### config.mk
export PLATFORM = sky130hd
export DESIGN_NAME = instr_fetch_stage
export DESIGN_NICKNAME = d
export VERILOG_FILES = /design/src/rtl/riscv_pkg.sv /design/src/rtl/instr_fetch_stage.sv
export SDC_FILE = /design/constraint.sdc
export NUM_CORES = 1
export LEC_CHECK = 0
export ABC_AREA = 0
export CELL_PAD_IN_SITES_DETAIL_PLACEMENT = 1
export CELL_PAD_IN_SITES_GLOBAL_PLACEMENT = 1
export CORE_UTILIZATION = 34
export DETAILED_ROUTE_END_ITERATION = 16
export PLACE_DENSITY_LB_ADDON = 0.1
export SLEW_MARGIN = 20
export SYNTH_ARGS = -nofsm -noshare
export SYNTH_HDL_FRONTEND = slang
export SYNTH_SLANG_ARGS = --single-unit
### constraint.sdc
create_clock -name clk -period 3.5 [get_ports clk]
set_input_delay 0.525 -clock clk [delete_from_list [all_inputs] [get_ports clk]]
set_output_delay 0.525 -clock clk [all_outputs]
set_load 0.02 [all_outputs]
### src/rtl/riscv_pkg.sv
// Shared RV32 front-end definitions: widths, reset defaults, fetch FSM states and opcode constants.
package riscv_pkg;

  localparam int unsigned XLEN = 32;
  localparam logic [XLEN-1:0] RESET_PC = 32'h0000_0000;
  localparam logic [31:0] NOP_INSTR = 32'h0000_0013;

  localparam logic [6:0] OPC_OP     = 7'b0110011;
  localparam logic [6:0] OPC_OP_IMM = 7'b0010011;

  typedef enum logic [1:0] {
    S_REQ,
    S_WAIT,
    S_DROP
  } fetch_state_t;

endpackage

### src/rtl/instr_fetch_stage.sv
// Instruction fetch: PC, single-outstanding imem req/rsp handshake and a 1-entry IF/ID register
// with decode back-pressure and branch/jump redirect.
module instr_fetch_stage #(
  parameter int unsigned     XLEN     = riscv_pkg::XLEN,
  parameter logic [XLEN-1:0] RESET_PC = riscv_pkg::RESET_PC
) (
  input  logic            clk,
  input  logic            rst,
  output logic            imem_req_valid,
  input  logic            imem_req_ready,
  output logic [XLEN-1:0] imem_req_addr,
  input  logic            imem_rsp_valid,
  input  logic [31:0]     imem_rsp_data,
  input  logic            redirect_valid,
  input  logic [XLEN-1:0] redirect_target,
  output logic            id_valid,
  input  logic            id_ready,
  output logic [31:0]     id_instr,
  output logic [XLEN-1:0] id_pc,
  output logic [6:0]      id_opcode,
  output logic [2:0]      id_funct3,
  output logic [6:0]      id_funct7
);
  import riscv_pkg::*;

  fetch_state_t    state;
  logic [XLEN-1:0] pc;
  logic [XLEN-1:0] req_pc;
  logic            slot_free_c;
  logic            req_fire_c;

  // A request may only go out when its response is guaranteed a free IF/ID slot.
  assign slot_free_c = !id_valid || id_ready;

  always_comb begin
    imem_req_valid = 1'b0;
    if (!rst && !redirect_valid && (state == S_REQ) && slot_free_c) begin
      imem_req_valid = 1'b1;
    end
  end

  assign req_fire_c    = imem_req_valid && imem_req_ready;
  assign imem_req_addr = pc;

  assign id_opcode = id_instr[6:0];
  assign id_funct3 = id_instr[14:12];
  assign id_funct7 = id_instr[31:25];

  always_ff @(posedge clk) begin
    if (rst) begin
      state    <= S_REQ;
      pc       <= RESET_PC;
      req_pc   <= '0;
      id_valid <= 1'b0;
      id_instr <= NOP_INSTR;
      id_pc    <= '0;
    end else if (redirect_valid) begin
      // Flush IF/ID; an outstanding response becomes stale unless it lands this very cycle.
      pc       <= redirect_target & ~XLEN'(3);
      id_valid <= 1'b0;
      if (state != S_REQ) begin
        state <= imem_rsp_valid ? S_REQ : S_DROP;
      end
    end else begin
      if (id_valid && id_ready) begin
        id_valid <= 1'b0;
      end
      case (state)
        S_REQ: begin
          if (req_fire_c) begin
            state  <= S_WAIT;
            req_pc <= pc;
            pc     <= pc + XLEN'(4);
          end
        end
        S_WAIT: begin
          if (imem_rsp_valid) begin
            id_instr <= imem_rsp_data;
            id_pc    <= req_pc;
            id_valid <= 1'b1;
            state    <= S_REQ;
          end
        end
        S_DROP: begin
          if (imem_rsp_valid) begin
            state <= S_REQ;
          end
        end
        default: state <= S_REQ;
      endcase
    end
  end

endmodule
# After elaboration in Yosys (flattened, before gate mapping)
# Cells that the tools add are included.
[totals] regBits=131 latch_bits=0 ram_bits=0 romBits=0 output_inout_bits=115 word_cells=47 mem_count=0
[op_classes] addsub=1 n_mul=0 n_div=0 n_lt_le_gt_ge=0 n_eq_ne=5 shift=0 n_mux=13 bitwise=1 n_reduce_logical=20
[ops] op="$mux W32" count=3
[ops] op="$add A32 B3 Y32 const B" count=1
[ops] op="$mux W2" count=5
[ops] op="$reduce_and A3 Y1" count=3
[ops] op="$reduce_bool A2 Y1" count=3
[ops] op="$logic_and A1 B1 Y1" count=5
[ops] op="$mux W1" count=4
[ops] op="$pmux W2 S2" count=1
[ops] op="$reduce_and A2 Y1" count=2
[ops] op="$reduce_or A2 Y1" count=2
[ops] op="$logic_not A1 Y1" count=3
[ops] op="$ne A3 B1 Y1 const B" count=1
[ops] op="$ne A3 B3 Y1 const B" count=1
[ops] op="$eq A2 B1 Y1 const B" count=1
[ops] op="$eq A2 B2 Y1 const B" count=1
[ops] op="$logic_not A2 Y1" count=1
[ops] op="$ne A2 B1 Y1 const B" count=1
[ops] op="$logic_or A1 B1 Y1" count=1
[ops] op="$not A1 Y1" count=1

# Longest topological paths before layout
# Gate-level depths: netlist of the first run.
[logic_depth] ltp_word=9 mapped_depth=8 mapped_depth_nobuf=7

# Least setup slack after synthesis of the first run
# Ideal clock, no wire load.
[synth_timing] kind="flip-flop to flip-flop" from="reg pc[2] (netlist: imem_req_addr[2])" to="reg pc[26] (netlist: imem_req_addr[26])" setup_time_ps=79 arrival_ps=1692 t_required_ps=3421 path_slack_ps=1729 path_stages_with_launch=7 period_less_slack_ps=1771 path_cell_list="dfxtp_1 ha_1 and2_1 nand4_1 nor4_2 xnor2_1 a211oi_2"
[synth_between] elab_chain_cells=4
[synth_lines] item="start: declaration" line_no="instr_fetch_stage.sv:27" rtl="logic [XLEN-1:0] pc;"
[synth_lines] item="start signal: assignment" line_no="instr_fetch_stage.sv:59" rtl="pc <= redirect_target & ~XLEN'(3);"
[synth_lines] item="start signal: assignment" line_no="instr_fetch_stage.sv:73" rtl="pc <= pc + XLEN'(4);"
[synth_lines] item="$add A32 B3 Y32" line_no="instr_fetch_stage.sv:73"
[synth_lines] item="$mux W32" line_no="instr_fetch_stage.sv:70" rtl="if (req_fire_c) begin"
[synth_lines] item="$mux W32" line_no="instr_fetch_stage.sv:68" rtl="case (state)"
[synth_lines] item="$mux W32" line_no="instr_fetch_stage.sv:57" rtl="end else if (redirect_valid) begin"
# No other way between the ends. The select of a mux whose other input is x is not followed.
# A chain may end at the register's enable or synchronous reset.

# Final worst setup path of the first run
[layout_timing] from="in redirect_valid" to="out imem_req_valid"
[layout_between] elab_chain_cells=5
[layout_lines] item="start: declaration" line_no="instr_fetch_stage.sv:14" rtl="input logic redirect_valid,"
[layout_lines] item="$logic_not A1 Y1" line_no="instr_fetch_stage.sv:37" rtl="if (!rst && !redirect_valid && (state == S_REQ) && slot_free_c) begin"
[layout_lines] item="$logic_and A1 B1 Y1 (3 in a row)" line_no="instr_fetch_stage.sv:37"
[layout_lines] item="$mux W1" line_no="instr_fetch_stage.sv:37"
[layout_lines] item="end: declaration" line_no="instr_fetch_stage.sv:9" rtl="output logic imem_req_valid,"
# No other way between the ends.

==> run_results.csv, run 1 <==
group,metric,value,unit
setup_path,worst_r2r_path_depth,7,
final_layout,drive_gt1_share,6.71,%
timing,tightest_slew,0.885,ns
power,power_frac_seq,41.9,%
setup_path,rrSetupSlack,1.29,ns
power,p_sw,0.914,mW
floorplan,die_h,126,µm
global_routing,overflow,0,
power,p_leak,2.54,nW
setup_path,startpoint_type,"input pin",
placed_design,hpwlAfterDp,11400,µm
route,first_pass_iters,5,
setup_path,arrival,2.12,ns
clocking,clock-sinks,125,
timing,maxSlewHeadroom,41.0,%
setup_path,r2r-start,"state[1]$_SDFFE_PP0P_",
logic_synthesis,synth_cells,663,
route,via_count,5196,
global_routing,grt_max_degree,116,
logic_synthesis,synth_warnings,0,
clocking,numCtsBuffers,17,
route,avgViaCountPerCell,5.18,
route,detail-route-antenna-nets,0,
logic_synthesis,async_reset_ff_share,0,%
power,p_int,2.70,mW
setup_path,startpoint,"redirect_valid",
clocking,htree_num_levels,4,
final_layout,nets,880,
route,drtIter0Drc,311,
floorplan,ios,185,
clocking,ctsResizeCount,0,
final_layout,syn_to_final_growth,45.4,%
route,avgRoutedWirePerCell,16.5,µm
timing,drv_slew,0,
timing,period_minus_slack,2.64,ns
setup_path,crit_required,2.97,ns
power,clkPwrFrac,49.0,%
logic_synthesis,syn_avg_cell_area,7.88,µm²
timing,fmax,379,MHz
logic_synthesis,ys_seq_elements,125,
global_routing,grt_use_met1,28.5,%
placed_design,place.gp.congestion,0.822,
global_routing,met2_usage,34.3,%
power,powerDensity,476,nW/µm²
logic_synthesis,synth_edf_count,0,
setup_path,endpoint_kind,"primary output",
global_routing,grt_pass1_vias,5226,
global_routing,track_usage,21.4,%
clocking,worstSkewPairLatency,0.42,ns
clocking,cts.clk_slew.worst_paths,0.06,ns
global_routing,antenna_found_initial,0,
clocking,cts_setup_buffers,0,
power,peakVddDrop,0.000342,V
clocking,ctsHoldBuffers,0,
floorplan,die_w,126,µm
global_routing,use_met3,4.46,%
route,wl,16600,µm
clocking,clock_path_buffers,2,
setup_path,cp-endpoint,"imem_req_valid",
floorplan,dieArea,15900,µm²
timing,final.period_utilization,75.5,%
logic_synthesis,syn_area,5220,µm²
timing,final_hold_viol_count,0,
global_routing,grt_first_pass_wirelength,27000,µm
timing,rsz0062_at_grt,"false",
floorplan,initial_core_util,35.4,%
logic_synthesis,ys_seq_area_share,47.9,%
clocking,cts_tree,"yes",
power,swShare,25.3,%
timing,fin_skew,0.00606,ns
global_routing,grt.busiest_layer,"met2",
timing,timing.setup.tns,0,ns
setup_path,worst-path-max-fanout,6,
clocking,root_buffer,"clkbuf_16",
setup_path,critical_path_class,"input pin to primary output",
final_layout,fillers,1747,
min_path,hold_class,"input pin to register",
timing,setup_viol,0,
power,p_comb_share,9.1,%
floorplan,coreArea,14800,µm²
logic_synthesis,synth.distinct_cells,48,
final_layout,diodes,0,
final_layout,post-route-util,51.5,%
logic_synthesis,synth_flop_cell,"dfxtp_1",
flow_run,maxCapViolCount,0,
route,drc_errors,0,
run_status,status,"finished clean",
floorplan,rows,44,
setup_path,r2r-end,"imem_req_addr[27]$_SDFFE_PP0P_",
placed_design,io_buffer_count,178,
sequential cells by signal (all words and copies together) (netlist names):
signal,cells
req_pc,30
id_pc,30
id_instr,32
id_valid,1
state,2
imem_req_addr,30
cell usage after synthesis, types with 5 or more instances:
cell        n  share of area [%]
a211oi_1    6               0.86
and3_1     10                1.2
nand3_1    11                1.1
nor2_1     16                1.2
buf_4      22                3.2
nand4_1    16                1.9
nand3b_1    5               0.72
o211ai_1    7                1.0
dfxtp_1   125                 48
nand2_1   210                 15
xor2_1      9                1.5
o21ai_0     6               0.58
clkbuf_1   41                2.9
o22ai_1     5               0.60
a21oi_1   112                 11
kinds of logic (layout without fill, tap and decap cells):
kind of cell               Yosys count  after routing  share of synthesized area [%]
DFF                                125            125                           47.9
buffers and inverters               67            221                           6.42
adders and majority gates            3              3                          0.719
and+or+nand+nor                    299            299                           25.6
muxes                                5              5                           1.03
AOI/OAI and AO/OA                  151            151                           16.2
xor gates and xnor gates            12             12                           2.01
other                                1              4                         0.0718
placed cells by master (no fill, tap or decap), types with 3 or more instances in the layout:
master | netlist | routed
a211oi_1 | 6 | 6
a21oi_1 | 112 | 112
a31oi_1 | 4 | 4
and2_1 | 3 | 3
and3_1 | 10 | 10
and4_1 | 4 | 4
buf_4 | 22 | 8
clkbuf_16 | 0 | 17
clkdlybuf4s50_1 | 0 | 177
clkinv_4 | 0 | 4
clkinvlp_4 | 0 | 4
conb_1 | 1 | 4
dfxtp_1 | 125 | 125
ha_1 | 3 | 3
inv_1 | 3 | 3
inv_6 | 0 | 4
mux2_2 | 3 | 3
nand2_1 | 210 | 210
nand3_1 | 11 | 10
nand3b_1 | 5 | 5
nand4_1 | 16 | 16
nor2_1 | 16 | 15
nor3b_1 | 4 | 4
o211ai_1 | 7 | 7
o21ai_0 | 6 | 6
o22ai_1 | 5 | 5
or3_1 | 4 | 4
xnor2_1 | 3 | 3
xor2_1 | 9 | 9
how the worst min path moves through the flow:
| stage | start | endpoint | slack [ns] | depth (start not counted) |
|---|---|---|---|---|
| global route | rst | id_pc[28]$_SDFFE_PP0P_ | 0.40 | 2 |
| detailed placement | req_pc[9]$_SDFFE_PP0P_ | id_pc[9]$_SDFFE_PP0P_ | 0.45 | 2 |
| finish | rst | id_instr[14]$_SDFFE_PP0P_ | 0.40 | 2 |
| CTS | rst | id_instr[14]$_SDFFE_PP0P_ | 0.38 | 2 |
| floorplan | req_pc[10]$_SDFFE_PP0P_ | id_pc[10]$_SDFFE_PP0P_ | 0.43 | 2 |
| global placement | id_instr[20]$_SDFFE_PP0P_ | id_instr[20]$_SDFFE_PP0P_ | 0.44 | 2 |
through the flow:
step	worst slack [ns]	area (µm²)	power (mW)	hold slack, ns	instances
after floorplan	1.73	5230	1.69	0.432	666
after global placement	0.873	6990	1.86	0.443	972
after detailed placement	0.874	6990	1.87	0.447	972
after CTS	0.855	7590	3.65	0.383	1004
after global routing	0.822	7590	3.74	0.398	1004
final	0.858	7590	3.61	0.404	1004
layout make-up:
| cell class | instances | area [µm²] | area share (%) |
|---|---|---|---|
| well taps | 184 | 230 | 3.03 |
| clock inverters | 14 | 160 | 2.11 |
| repair buffers | 186 | 1840 | 24.3 |
| flip-flops and latches | 125 | 2500 | 33.0 |
| multi-input cells | 474 | 2410 | 31.7 |
| inverters | 3 | 11.3 | 0.148 |
| clock buffers | 18 | 439 | 5.78 |
layer usage:
layer	vias to the layer above	wire length (µm)
met2	163	7490
met4	0	225
li1	2528	-
met3	22	843
met5	-	0
met1	2483	8020
worst max-delay path, cell delays in order:
cell and delay [ns]:
clkdlybuf4s50_1 0.46, nor2_2 0.26, and3_1 0.25, clkdlybuf4s50_1 0.62
power groups by stage:
stage	combinational (mW)	clock [mW]	sequential (mW)
6_report	0.328	1.77	1.51
5_1_grt	0.353	1.87	1.52
4_1_cts	0.329	1.81	1.51
3_5_place_dp	0.326	0	1.54
3_3_place_gp	0.319	0	1.54
2_1_floorplan	0.131	0	1.56
(Power assumes the default switching activity.)
==> inputs of run 2 (changes only) <==
--- a/config.mk
+++ b/config.mk
@@ -8,7 +8,7 @@
 export ABC_AREA = 0
 export CELL_PAD_IN_SITES_DETAIL_PLACEMENT = 1
 export CELL_PAD_IN_SITES_GLOBAL_PLACEMENT = 1
-export CORE_UTILIZATION = 34
+export CORE_UTILIZATION = 32
 export DETAILED_ROUTE_END_ITERATION = 16
 export PLACE_DENSITY_LB_ADDON = 0.1
 export SLEW_MARGIN = 20
==> constraint.sdc (replaced) <==
create_clock -name clk -period 2.6 [get_ports clk]
set_input_delay 0.39 -clock clk [delete_from_list [all_inputs] [get_ports clk]]
set_output_delay 0.39 -clock clk [all_outputs]
set_load 0.02 [all_outputs]
==> run 2 against run 1 <==
  * Final area increased by 1.3%
  * Critical endpoint unchanged
  * Clock-buffer cell count increased by 5
  * First-iteration DRC count down 0.32%
  * Sequential share of layout area down 0.41 points
  * Die area grew 6.2%
==> run_results.csv, run 2 (synthesized netlist as in run 1, its figures left out) <==
group,metric,value,unit
clocking,root_buffer,"clkbuf_16",
setup_path,crit_required,2.21,ns
clocking,worstSkewPairLatency,0.41,ns
route,first_pass_iters,4,
clocking,clock_path_buffers,2,
global_routing,antenna_found_initial,0,
final_layout,largest_reg_flops,32,
floorplan,dieArea,16800,µm²
power,peakVddDrop,0.000429,V
global_routing,grt_first_pass_wirelength,26600,µm
route,detail-route-antenna-nets,0,
clocking,clock-sinks,125,
route,wl,16700,µm
floorplan,die_w,130,µm
global_routing,track_usage,20.5,%
placed_design,io_buffer_count,178,
setup_path,crit_top_cell,"clkdlybuf4s50_1",
floorplan,die_h,130,µm
clocking,numCtsBuffers,17,
final_layout,drive_gt1_share,7.14,%
global_routing,grt_max_degree,74,
placed_design,hpwlAfterDp,11800,µm
clocking,ctsHoldBuffers,0,
timing,fin_skew,0.00664,ns
global_routing,grt_pass1_vias,5138,
timing,fmax,436,MHz
timing,rsz0062_at_grt,"false",
clocking,ctsResizeCount,0,
power,power.total,4.77,mW
setup_path,worst-path-max-fanout,4,
timing,final.period_utilization,88.2,%
route,via_count,5110,
route,avgRoutedWirePerCell,16.0,µm
route,drc_errors,0,
final_layout,mostFrequentLayoutCells,"nand2_1, clkdlybuf4s50_1, dfxtp_1",
route,avgViaCountPerCell,4.90,
final_layout,layout_commonest_cell,"nand2_1",
setup_path,endpoint_kind,"primary output",
min_path,hold_class,"input pin to register",
final_layout,diodes,0,
setup_path,cp_cell_sequence,"clkdlybuf4s50_1, nor2_2, and3_1, clkdlybuf4s50_1",
timing,tightest_slew,0.786,ns
clocking,cts_setup_buffers,0,
placed_design,place.gp.congestion,0.817,
global_routing,overflow,0,
flow_run,maxCapViolCount,0,
setup_path,critical_path_class,"input pin to primary output",
final_layout,max_flop_register,"id_instr",
final_layout,nets,889,
setup_path,slowest_delay,0.60,ns
final_layout,syn_to_final_growth,47.3,%
clocking,cts.clk_slew.worst_paths,0.05,ns
power,powerDensity,621,nW/µm²
route,drtIter0Drc,310,
setup_path,startpoint_type,"input pin",
floorplan,ios,185,
clocking,htree_num_levels,4,
timing,drv_slew,0,
timing,setup_viol,0,
floorplan,initial_core_util,32.9,%
power,p_leak,2.58,nW
clocking,cts_tree,"yes",
setup_path,arrival,1.90,ns
timing,timing.setup.tns,0,ns
floorplan,coreArea,15900,µm²
run_status,status,"finished clean",
floorplan,rows,46,
timing,maxSlewHeadroom,47.6,%
timing,period_minus_slack,2.29,ns
setup_path,cp_slowest_cell,"clkdlybuf4s50_1",
timing,final_hold_viol_count,0,
-- run 2: changes by cell type in the layout (fill, tap and decap cells not counted), sizes merged --
| cell | change |
|---|---|
| buf | +9 |
| clkinvlp | -1 |
| clkbuf | +5 |
| clkinv | -3 |
| inv | -4 |
-- run 2: cell type report --
type | instances | area (µm²)
Clock buffer | 23 | 478
Clock inverter | 6 | 87.6
Fill cell | 1923 | 8200
Inverter | 3 | 11.3
Multi-Input combinational cell | 474 | 2410
Sequential cell | 125 | 2500
Tap cell | 216 | 270
Timing Repair Buffer | 195 | 1930
-- run 2: per-layer routing --
metal / GRT usage, % / vias up / share of wire [%]
met5: 0 / - / 0
met4: 6.36 / 0 / 1.1
met3: 4.55 / 13 / 5.6
met2: 33.1 / 160 / 46
met1: 27.3 / 2402 / 47
li1: - / 2535 / -
-- run 2: critical path, delay by kind of cell --
family / cells / cell delay [ns]
buf+inv: 2 / 1.10
simple gates: 2 / 0.41
-- run 2: report_power, final --
part / switching (mW) / internal (mW)
logic: 0.232 / 0.229
registers: 0.0693 / 1.96
clock network: 0.810 / 1.47
-- run 2: path summary, 6_finish.rpt --
check                              start                        endpoint  slack [ns]  cells past startpoint
hold / removal                       rst  imem_req_addr[25]$_SDFFE_PP0P_        0.33                      4
setup / recovery          redirect_valid                  imem_req_valid        0.31                      4
setup reg to reg   state[1]$_SDFFE_PP0P_  imem_req_addr[31]$_SDFFE_PP0P_        0.37                      7
hold reg to reg   id_pc[23]$_SDFFE_PP0P_          id_pc[23]$_SDFFE_PP0P_        0.45                      2
-- run 2: metrics by stage --
| stage | hold WS (ns) | utilization (%) | instances | worst slack (ns) | area, µm² |
|---|---|---|---|---|---|
| final | 0.332 | 48.4 | 1042 | 0.306 | 7690 |
| after global placement | 0.442 | 44.7 | 1012 | 0.101 | 7100 |
| after detailed placement | 0.448 | 44.7 | 1012 | 0.00879 | 7100 |
| after CTS | 0.317 | 48.2 | 1041 | 0.289 | 7660 |
| after floorplan | 0.432 | - | 666 | 0.829 | 5230 |
| after global routing | 0.362 | 48.4 | 1042 | 0.134 | 7690 |
==> inputs of run 3 (changes only) <==
--- a/config.mk
+++ b/config.mk
@@ -11,6 +11,7 @@
 export CORE_UTILIZATION = 32
 export DETAILED_ROUTE_END_ITERATION = 16
 export PLACE_DENSITY_LB_ADDON = 0.1
+export SETUP_SLACK_MARGIN = 0.05
 export SLEW_MARGIN = 20
 export SYNTH_ARGS = -nofsm -noshare
 export SYNTH_HDL_FRONTEND = slang
==> results of run 3 <==
The final DEF is identical to that of run 2; final timing and power are the same.
